### src/rtl/switch_log_pkg.sv
// Shared types and defaults for the switch event logger.
//   evt_type_t   : event classification carried in each record
//   switch_evt_t : one FIFO record {typ, dur[, ts]}
// Optional feature macro: SWITCH_LOG_TIMESTAMP_EN adds a 32-bit ts field.
// The dur field is DUR_W_MAX bits wide; the logger zero-extends its
// DUR_W-bit duration into it, so DUR_W must not exceed DUR_W_MAX.
package switch_log_pkg;

  localparam int unsigned CLK_PER_MS_DEFAULT = 12000;
  localparam int unsigned LONG_MS_DEFAULT    = 500;
  localparam int unsigned DUR_W_MAX          = 32;

  typedef enum logic [1:0] {
    EVT_PRESS = 2'b00,
    EVT_SHORT = 2'b01,
    EVT_LONG  = 2'b10
  } evt_type_t;

  typedef struct packed {
    evt_type_t              typ;
    logic [DUR_W_MAX-1:0]   dur;
`ifdef SWITCH_LOG_TIMESTAMP_EN
    logic [31:0]            ts;
`endif
  } switch_evt_t;

endpackage

### src/rtl/switch_evt_fifo.sv
// First-word-fall-through FIFO of switch_evt_t records.
//   clk, rst_n : clock, asynchronous active-low reset (contents cleared)
//   push, din  : write request and record; ignored when full unless a pop
//                happens in the same cycle
//   full       : no free entry
//   pop        : consume the head; ignored when empty
//   dout       : head record, valid whenever empty = 0
//   empty      : no entry held
//   count      : entries held, 0..DEPTH
// DEPTH must be a power of two >= 2 so the pointers wrap naturally.
// Optional feature macro: SWITCH_LOG_TIMESTAMP_EN (widens switch_evt_t).
module switch_evt_fifo
  import switch_log_pkg::*;
#(
  parameter int unsigned DEPTH = 8
) (
  input  logic                       clk,
  input  logic                       rst_n,
  input  logic                       push,
  input  switch_evt_t                din,
  output logic                       full,
  input  logic                       pop,
  output switch_evt_t                dout,
  output logic                       empty,
  output logic [$clog2(DEPTH):0]     count
);

  localparam int unsigned AW = $clog2(DEPTH);

  switch_evt_t   mem_q [DEPTH];
  switch_evt_t   mem_d [DEPTH];
  logic [AW-1:0] wr_ptr_q, wr_ptr_d;
  logic [AW-1:0] rd_ptr_q, rd_ptr_d;
  logic [AW:0]   count_q, count_d;
  logic          do_push, do_pop;

  assign empty = (count_q == '0);
  assign full  = (count_q == (AW+1)'(DEPTH));
  assign count = count_q;
  assign dout  = mem_q[rd_ptr_q];

  always_comb begin
    do_pop   = pop && !empty;
    // A full FIFO still accepts a write when the head leaves in the same cycle.
    do_push  = push && (!full || do_pop);
    mem_d    = mem_q;
    wr_ptr_d = wr_ptr_q;
    rd_ptr_d = rd_ptr_q;
    count_d  = count_q;
    if (do_push) begin
      mem_d[wr_ptr_q] = din;
      wr_ptr_d        = wr_ptr_q + AW'(1);
    end
    if (do_pop) begin
      rd_ptr_d = rd_ptr_q + AW'(1);
    end
    case ({do_push, do_pop})
      2'b10:   count_d = count_q + (AW+1)'(1);
      2'b01:   count_d = count_q - (AW+1)'(1);
      default: count_d = count_q;
    endcase
  end

  always_ff @(posedge clk or negedge rst_n) begin
    if (!rst_n) begin
      for (int unsigned i = 0; i < DEPTH; i++) begin
        mem_q[i] <= '0;
      end
      wr_ptr_q <= '0;
      rd_ptr_q <= '0;
      count_q  <= '0;
    end else begin
      mem_q    <= mem_d;
      wr_ptr_q <= wr_ptr_d;
      rd_ptr_q <= rd_ptr_d;
      count_q  <= count_d;
    end
  end

endmodule

### src/rtl/switch_event_logger.sv
// Switch event logger: turns the debounced switch level into press /
// short-release / long-release records with a ms duration, queued in a
// FWFT FIFO drained over valid/ready.
//   clk, rst_n        : clock, asynchronous active-low reset
//   debounced_switch  : clean level, 1 = pressed
//   evt_valid/ready   : head handshake, pop on valid && ready
//   evt_type          : 00 press, 01 short release, 10 long release
//   evt_dur           : press duration in ms (0 for press), saturating
//   fifo_count        : entries held
//   overflow          : sticky, an event was dropped on a full FIFO
//   clr_overflow      : synchronous clear of overflow (a same-cycle drop wins)
//   evt_ts            : (SWITCH_LOG_TIMESTAMP_EN only) free-running ms
//                       counter value captured when the event was pushed
// Optional feature macro: SWITCH_LOG_TIMESTAMP_EN.
module switch_event_logger
  import switch_log_pkg::*;
#(
  parameter int unsigned CLK_PER_MS = CLK_PER_MS_DEFAULT,
  parameter int unsigned DUR_W      = 16,
  parameter int unsigned LONG_MS    = LONG_MS_DEFAULT,
  parameter int unsigned FIFO_DEPTH = 8
) (
  input  logic                          clk,
  input  logic                          rst_n,
  input  logic                          debounced_switch,
  output logic                          evt_valid,
  input  logic                          evt_ready,
  output logic [1:0]                    evt_type,
  output logic [DUR_W-1:0]              evt_dur,
  output logic [$clog2(FIFO_DEPTH):0]   fifo_count,
  output logic                          overflow,
  input  logic                          clr_overflow
`ifdef SWITCH_LOG_TIMESTAMP_EN
  ,
  output logic [31:0]                   evt_ts
`endif
);

  localparam logic [1:0] ST_PRIME   = 2'd0;
  localparam logic [1:0] ST_IDLE    = 2'd1;
  localparam logic [1:0] ST_PRESSED = 2'd2;

  localparam int unsigned      PRE_W    = (CLK_PER_MS > 1) ? $clog2(CLK_PER_MS) : 1;
  localparam logic [PRE_W-1:0] PRE_LAST = PRE_W'(CLK_PER_MS - 1);
  localparam logic [DUR_W-1:0] DUR_MAX  = '1;

  logic [1:0]       state_q, state_d;
  logic             sw_q, sw_d;
  logic [PRE_W-1:0] pre_q, pre_d;
  logic [DUR_W-1:0] dur_q, dur_d;
  logic             overflow_q, overflow_d;
  logic             ms_tick;
  logic [DUR_W-1:0] dur_inc;
  logic             push;
  switch_evt_t      push_evt;
  switch_evt_t      head;
  logic             fifo_full, fifo_empty;
  logic             pop_fire;
  logic             unused_dur_bits;

  assign sw_d     = debounced_switch;
  assign pop_fire = evt_valid && evt_ready;

`ifdef SWITCH_LOG_TIMESTAMP_EN
  // Own free-running divider: the duration prescaler restarts on each press
  // and so cannot time-stamp against a continuous ms reference.
  logic [PRE_W-1:0] ts_pre_q, ts_pre_d;
  logic [31:0]      ts_cnt_q, ts_cnt_d;

  always_comb begin
    ts_pre_d = ts_pre_q + PRE_W'(1);
    ts_cnt_d = ts_cnt_q;
    if (ts_pre_q == PRE_LAST) begin
      ts_pre_d = '0;
      ts_cnt_d = ts_cnt_q + 32'd1;
    end
  end

  always_ff @(posedge clk or negedge rst_n) begin
    if (!rst_n) begin
      ts_pre_q <= '0;
      ts_cnt_q <= '0;
    end else begin
      ts_pre_q <= ts_pre_d;
      ts_cnt_q <= ts_cnt_d;
    end
  end
`endif

  always_comb begin
    state_d  = state_q;
    pre_d    = pre_q;
    dur_d    = dur_q;
    push     = 1'b0;
    push_evt = '0;
    ms_tick  = (pre_q == PRE_LAST);
    // Release reports the count including a tick landing in the release cycle.
    dur_inc  = (ms_tick && (dur_q != DUR_MAX)) ? dur_q + DUR_W'(1) : dur_q;
`ifdef SWITCH_LOG_TIMESTAMP_EN
    push_evt.ts = ts_cnt_q;
`endif
    case (state_q)
      ST_PRIME: begin
        // sw_q still holds its reset value here, so decide from the live input.
        pre_d   = '0;
        dur_d   = '0;
        state_d = debounced_switch ? ST_PRESSED : ST_IDLE;
      end
      ST_IDLE: begin
        if (sw_q) begin
          push         = 1'b1;
          push_evt.typ = EVT_PRESS;
          pre_d        = '0;
          dur_d        = '0;
          state_d      = ST_PRESSED;
        end
      end
      ST_PRESSED: begin
        pre_d = ms_tick ? '0 : pre_q + PRE_W'(1);
        dur_d = dur_inc;
        if (!sw_q) begin
          push         = 1'b1;
          push_evt.typ = (32'(dur_inc) >= LONG_MS) ? EVT_LONG : EVT_SHORT;
          push_evt.dur = DUR_W_MAX'(dur_inc);
          state_d      = ST_IDLE;
        end
      end
      default: state_d = ST_PRIME;
    endcase
  end

  always_comb begin
    overflow_d = overflow_q;
    if (push && fifo_full && !pop_fire) begin
      overflow_d = 1'b1;
    end else if (clr_overflow) begin
      overflow_d = 1'b0;
    end
  end

  always_ff @(posedge clk or negedge rst_n) begin
    if (!rst_n) begin
      state_q    <= ST_PRIME;
      sw_q       <= 1'b0;
      pre_q      <= '0;
      dur_q      <= '0;
      overflow_q <= 1'b0;
    end else begin
      state_q    <= state_d;
      sw_q       <= sw_d;
      pre_q      <= pre_d;
      dur_q      <= dur_d;
      overflow_q <= overflow_d;
    end
  end

  switch_evt_fifo #(
    .DEPTH (FIFO_DEPTH)
  ) u_fifo (
    .clk   (clk),
    .rst_n (rst_n),
    .push  (push),
    .din   (push_evt),
    .full  (fifo_full),
    .pop   (evt_ready),
    .dout  (head),
    .empty (fifo_empty),
    .count (fifo_count)
  );

  assign evt_valid = !fifo_empty;
  assign evt_type  = head.typ;
  assign evt_dur   = head.dur[DUR_W-1:0];
  assign overflow  = overflow_q;
`ifdef SWITCH_LOG_TIMESTAMP_EN
  assign evt_ts    = head.ts;
`endif

  // Upper dur bits beyond DUR_W are always zero.
  assign unused_dur_bits = ^head.dur;

endmodule

### config.mk
export PLATFORM = sky130hd
export DESIGN_NAME = switch_event_logger
export DESIGN_NICKNAME = d
export VERILOG_FILES = /design/src/rtl/switch_log_pkg.sv /design/src/rtl/switch_evt_fifo.sv /design/src/rtl/switch_event_logger.sv
export SDC_FILE = /design/constraint.sdc
export NUM_CORES = 1
export LEC_CHECK = 0
export ABC_AREA = 1
export BUFFER_PORTS_ARGS = -buffer_cell sky130_fd_sc_hd__buf_2
export CORE_AREA = 2 2 130 132
export CTS_CLUSTER_SIZE = 16
export DETAILED_ROUTE_END_ITERATION = 10
export DIE_AREA = 0 0 132 134
export HOLD_SLACK_MARGIN = 0.05
export PLACE_DENSITY = 0.74
export REMOVE_ABC_BUFFERS = 1
export SYNTH_ARGS = -nofsm -noshare
export SYNTH_HDL_FRONTEND = slang
export SYNTH_SLANG_ARGS = --single-unit
### constraint.sdc
create_clock -name clk -period 5 [get_ports clk]
set_clock_uncertainty 0.15 [all_clocks]
set_input_delay 0.25 -clock clk [delete_from_list [all_inputs] [get_ports clk]]
set_output_delay 0.25 -clock clk [all_outputs]
set_load 0.05 [all_outputs]
### Word level (Yosys, flattened, before mapping)

Index checks and enable logic that the tools add are counted.
W data, S select, Z words.

| operators by class | value |
|---|---|
| $add $sub $neg | 6 |
| magnitude comparators | 4 |
| equal/unequal tests | 9 |
| muxes and demuxes | 26 |
| bitwise logic cells | 2 |
| reduce and logical (&&, ||, !) cells | 17 |

Operators with widths:

| kind | count |
|---|---|
| $bwmux W272 | 1 |
| $mux W34 | 4 |
| $bmux W34 S3 | 1 |
| $demux W34 S3 | 1 |
| $pmux W16 S3 | 1 |
| $pmux W14 S3 | 1 |
| $mux W16 | 2 |
| $mux W32 | 1 |
| $mux W14 | 2 |
| $add A16 B1 Y16 const B | 1 |
| $ge A16 B9 Y1 const B | 1 |
| $ne A16 B16 Y1 const B | 1 |
| $add A14 B1 Y14 const B | 1 |
| $eq A14 B14 Y1 const B | 1 |
| $mux W2 | 5 |
| $ge A4 B4 Y1 const B | 2 |
| $not A3 Y4 | 2 |
| $pmux W4 S2 | 1 |
| $add A3 B1 Y3 const B | 2 |
| $logic_and A1 B1 Y1 | 6 |
| $pmux W2 S3 | 1 |
| $add A4 B1 Y4 const B | 1 |
| $eq A2 B1 Y1 const B | 2 |
| $eq A2 B2 Y1 const B | 2 |
| 13 further kinds | 21 |

| storage, ports and cells | value |
|---|---|
| register bits | 316 |
| output and inout port bits | 24 |

### Logic depth before layout (Yosys ltp)

| logic depth | value |
|---|---|
| depth in word-level cells | 8 |
| depth in mapped cells | 17 |

### Hierarchy

From an unflattened synthesis, not the netlist that was laid out.

| second synthesis, totals | value |
|---|---|
| cell total of the unflattened synthesis | 2316 |
| area total of the unflattened synthesis | 17272.8 sq um |

By module, submodules not included:

| module | instances | cells each | area each (sq um) | seq. area each (sq um) |
|---|---|---|---|---|
| switch_evt_fifo | 1 | 1957 | 14848.0 | 7056.8 |
| switch_event_logger | 1 | 359 | 2424.8 | 850.8 |

### Least setup slack after synthesis

No wires, ideal clock.

| timing | value |
|---|---|
| path type | reg-to-reg |
| start point | reg u_fifo.count_q[1], in the netlist u_fifo.count[1] |
| end point | reg u_fifo.count_q[3], in the netlist u_fifo.count[3] |
| library setup time | 0.119 ns |
| arrival time | 2.433 ns |
| required time | 4.731 ns |
| slack | 2.298 ns |
| stages on the path, launching flop included | 12 |
| clock period less this slack | 2.702 ns |
| path through | dfrtp_1 > nor2_1 > nand2_1 > nand2_1 > nor2_1 > ha_1 > a21oi_1 > nand2_1 > o21ai_0 > o21ai_0 > xor2_1 > inv_1 |

| on the way | value |
|---|---|
| longest elaborated chain between the ends | 7 |
| elaborated cells on any way between the ends | 13 |
| those cells by class | add/sub (2); eq/ne (3); mux (1); reduce/logical (7) |

Ends and longest elaborated chain:

| element | RTL line | source |
|---|---|---|
| start: declaration | switch_evt_fifo.sv:34 | `logic [AW:0] count_q, count_d;` |
| start signal: assignment | switch_evt_fifo.sv:76 | `count_q <= count_d;` |
| $logic_not A4 Y1 * | switch_evt_fifo.sv:37 | `assign empty = (count_q == '0);` |
| $logic_not A1 Y1 * | n/a |  |
| net evt_valid | switch_event_logger.sv:26 | `output logic evt_valid,` |
| $logic_and A1 B1 Y1 * | switch_evt_fifo.sv:43 | `do_pop = pop && !empty;` |
| $logic_or A1 B1 Y1 | switch_evt_fifo.sv:45 | `do_push = push && (!full \|\| do_pop);` |
| $logic_and A1 B1 Y1 | switch_evt_fifo.sv:45 |  |
| $eq A2 B1 Y1 or $eq A2 B2 Y1 (tied branches) | switch_evt_fifo.sv:57 | `case ({do_push, do_pop})` |
| $pmux W4 S2 or $reduce_bool A2 Y1 (tied branches) | n/a |  |

Mark *: on every way through the listed nets, which the timed path passes. The rest lies on a longest branch.
A chain may end at the register's enable or synchronous reset.

### Final worst setup path

| timing | value |
|---|---|
| start point | reg u_fifo.rd_ptr_q[0] |
| end point | out evt_type[1] |

| on the way | value |
|---|---|
| longest elaborated chain between the ends | 4 |

Ends and longest elaborated chain:

| element | RTL line | source |
|---|---|---|
| start: declaration | switch_evt_fifo.sv:33 | `logic [AW-1:0] rd_ptr_q, rd_ptr_d;` |
| start signal: assignment | switch_evt_fifo.sv:75 | `rd_ptr_q <= rd_ptr_d;` |
| $not A3 Y4 (not written as such) | switch_evt_fifo.sv:40 | `assign dout = mem_q[rd_ptr_q];` |
| $bmux W34 S3 | switch_evt_fifo.sv:40 |  |
| $mux W34 (not written as such) (2 in series) | switch_evt_fifo.sv:40 |  |
| end: declaration | switch_event_logger.sv:28 | `output logic [1:0] evt_type,` |

No other way between the ends. The select of a mux whose other input is x is not followed.

==> results by group <==
Clock tree
  – Clock-pin slew on the worst setup and hold paths: approximately 0.06 ns
  – Clock sink count: 188
  – Root buf cell: clkbuf_16
  – Clock Latency Late Sink: about 0.44 ns
  – Num CTS Buffers: 17
  – Hold buffers post-CTS: 3
  – Clock buffer depth: 2
  – CTS tree: built
  – Post-cts repair resize count: 0
  – Htree depth: 4
  – Setup Fix Bufs, Post-CTS: 0

Timing
  – Final Cycle Share: 62.1%
  – Maximum clock frequency: 0.322 GHz
  – Final min period: 3.11 ns
  – Endpoints failing hold: 0
  – Slew Limit Headroom: about a quarter
  – RSZ-0062 raised after global routing: no
  – Setup WS post-layout: 1.89 ns
  – Endpoints failing setup: 0
  – Setup TNS: 0 ns
  – Fin. max-slew vios: 0
  – Worst-Margin Slew: roughly 1.1 ns

GRT
  – Total grt overflow: 0
  – Global Route Usage Sum: 27.1%
  – Pin count of the biggest net entering global routing: ~120
  – First-pass GRT wire length: 38.1 mm
  – Initial antenna violation count: 0
  – Vias in the first global route: 7497

Worst setup path
  – Crit path cell chain: inv_2 > o21ai_0 > o22ai_1 > nor2_1 > a31oi_1 > buf_2
  – Critical path type: reg -> out
  – Crit Path Max Fanout: 73
  – Setup crit end kind: primary output
  – Largest incremental delay on the critical path: 0.80 ns
  – Worst Path Required: 4.60 ns
  – CP max-delay cell: inv_2
  – Worst setup SP type: flip-flop
  – Data arrival, critical path: around 2.7 ns

Final layout
  – Cell area after layout: 0.0103 mm²
  – Layout fillers: between 1000 and 1500
  – Nets: 1195
  – Core Util, Final: a little under two thirds
  – N_diodes: 0
  – Sequential cell area: approximately 0.0047 mm²
  – Share of layout cells above drive strength 1: about an eighth
  – Multi-input gate area: 0.00422 mm²
  – Layout area overhead: 7.80%

Floorplanning
  – Row count: 47
  – Die height: between 100 and 150 µm
  – Core area: 0.0163 mm²
  – I/O Pins: 29
  – Width of the die: 132 µm
  – Die footprint: 0.0177 mm²
  – Starting Density: 58.8%

Power and ir drop
  – Sw Ratio: 45.2%
  – Switching power: 2.45 mW
  – Comb pwr share: 42.8%
  – Pwr dens: ~520 mW/mm²
  – Reg power frac: around a third
  – Pint: 2.97 mW
  – Total power: 5.42 mW
  – Clock network power share: 24.1%
  – Worst vdd ir: 542 µV
  – Leakage: 4.75 nW

Synth
  – Post-synthesis register bit count: 188
  – Area leader, netlist: dfrtp_1
  – Synth area leaders: dfrtp_1 49%, nand2_1 12%, o21ai_0 9.8%
  – Ys Warns: 0
  – Sequential fraction of the synthesis area: between 40% and 50%
  – Synth unique cells: 37
  – Top cell type's share of synthesized area: roughly half
  – Syn Inst Count: 1184
  – Post-Syn Area per Cell: 8.09 µm²
  – Post-Syn Area: ~0.0096 mm²

Placement
  – Dpl ws: 2.26 ns
  – Port Buf Inserts: 28
  – GPL Wtd Cong: 0.943
  – Post-DP Area: 0.00973 mm²
  – HPWL Detailed: 13.7 mm

Drt
  – Post-route ant nets: 0
  – Per-cell routed wire length: 15.9 µm
  – Drt via density: 5.61
  – DRC: 0
  – 1st-iter DRT viols: 760
  – Via Count: 7945
  – Post-Route WL: 22.5 mm
  – Pre-antenna DRT Iters: 5

Outcome
  – Status: finished, final reports clean

Flow run
  – Maxcap violations: 0

Min path
  – Worst Hold Class: in -> reg
==> critical path, delay by kind of cell (launching register included) <==
family / cells / cell delay [ns]
compound gates: 3 / 0.67
simple gates: 1 / 0.06
buf+inv: 2 / 1.11
flops: 1 / 0.40
==> per-stage QoR <==
stage,hold slack [ns],cells
4_1_cts,0.0537,1416
5_1_grt,0.0773,1416
6_report,0.0646,1416
3_3_place_gp,0.256,1381
3_5_place_dp,0.253,1381
2_1_floorplan,-0.196,1126
==> cell type report <==
| type | count | area share (%) |
|---|---|---|
| sequential | 188 | 45.6 |
| multi-input combinational | 852 | 40.9 |
| clock buffer | 19 | 4.29 |
| inverter | 86 | 3.15 |
| tap | 220 | 2.67 |
| timing repair buffer | 38 | 2.24 |
| clock inverter | 13 | 1.13 |
==> registers in the layout, indices dropped and copies added, names as in the netlist <==
name and cells:
u_fifo.mem_q 144, dur_q 16, pre_q 14, u_fifo.count 4
u_fifo.rd_ptr_q 3, u_fifo.wr_ptr_q 3, state_q 2, overflow 1
sw_q 1
==> power by group through the flow <==
stage | logic, mW | registers, mW | clock network, mW
floorplan | 1.58 | 1.93 | 0
global placement | 2.30 | 1.81 | 0
detailed placement | 2.31 | 1.82 | 0
CTS | 2.32 | 1.79 | 1.32
global route | 2.54 | 1.81 | 1.37
finish | 2.32 | 1.79 | 1.31
==> cells by family (layout without fill, tap and decap cells) <==
logic type,Yosys count,in the layout,synth area share [%]
AND/OR/NAND/NOR,544,544,25.7
AO/OA/AOI/OAI,285,285,15.9
flip-flops,188,188,49.1
buffers and inverters,144,156,6.74
XOR/XNOR,16,16,1.46
adder cells (fa/ha/maj),7,7,0.993
==> per-layer routing <==
layer  part of all wire (%)  global-route usage [%]  vias to the layer above
met2                     45                    42.2                      238
met1                     48                    38.7                     3807
met5                      0                       0                        -
met3                    5.7                    5.52                       24
li1                       -                       -                     3876
met4                    1.3                    7.73                        0
==> cells in the final DEF, fill, tap and decap left out, drive strengths merged <==
master / netlist / final
clkbuf: 28 / 20
o21bai: 1 / 1
clkinvlp: 0 / 3
clkinv: 4 / 10
o22ai: 27 / 27
nand4: 22 / 22
ha: 6 / 6
a21oi: 29 / 29
dlygate4sd3: 0 / 3
o21a: 1 / 1
nor3: 3 / 3
inv: 82 / 85
bufinv: 0 / 1
nand2: 325 / 325
or2: 1 / 1
nand3: 37 / 37
dfrtp: 188 / 188
fa: 1 / 1
nor2: 156 / 156
xor2: 12 / 12
xnor2: 4 / 4
o32ai: 2 / 2
o21ai: 205 / 205
a32o: 1 / 1
a31oi: 18 / 18
buf: 30 / 34
a31o: 1 / 1
==> path summary, 6_finish.rpt <==
kind	start	end	slack [ns]	cells past startpoint
worst max-delay path	u_fifo.rd_ptr_q[0]$_DFFE_PN0N_	evt_type[1]	1.89	6
worst min-delay path	evt_ready	u_fifo.rd_ptr_q[0]$_DFFE_PN0N_	0.06	3
worst max register to register	u_fifo.count[1]$_DFFE_PN0P_	u_fifo.mem_q[83]$_DFFE_PN0P_	2.24	11
worst min register to register	u_fifo.mem_q[249]$_DFFE_PN0P_	u_fifo.mem_q[249]$_DFFE_PN0P_	0.32	2
max in group asynchronous	rst_n	u_fifo.rd_ptr_q[0]$_DFFE_PN0N_	3.11	3
min in group asynchronous	rst_n	u_fifo.mem_q[70]$_DFFE_PN0P_	0.31	2
==> cells in the mapped netlist, drive strengths merged <==
cell type / number
nor2: 156
a31oi: 18
a21oi: 29
inv: 82
o21a: 1
buf: 30
clkinv: 4
or2: 1
nand4: 22
clkbuf: 28
a32o: 1
o22ai: 27
nor3: 3
nand2: 325
o21bai: 1
o21ai: 205
xor2: 12
fa: 1
nand3: 37
a31o: 1
dfrtp: 188
xnor2: 4
o32ai: 2
ha: 6
No activity file was read; power rests on OpenSTA's default activity.
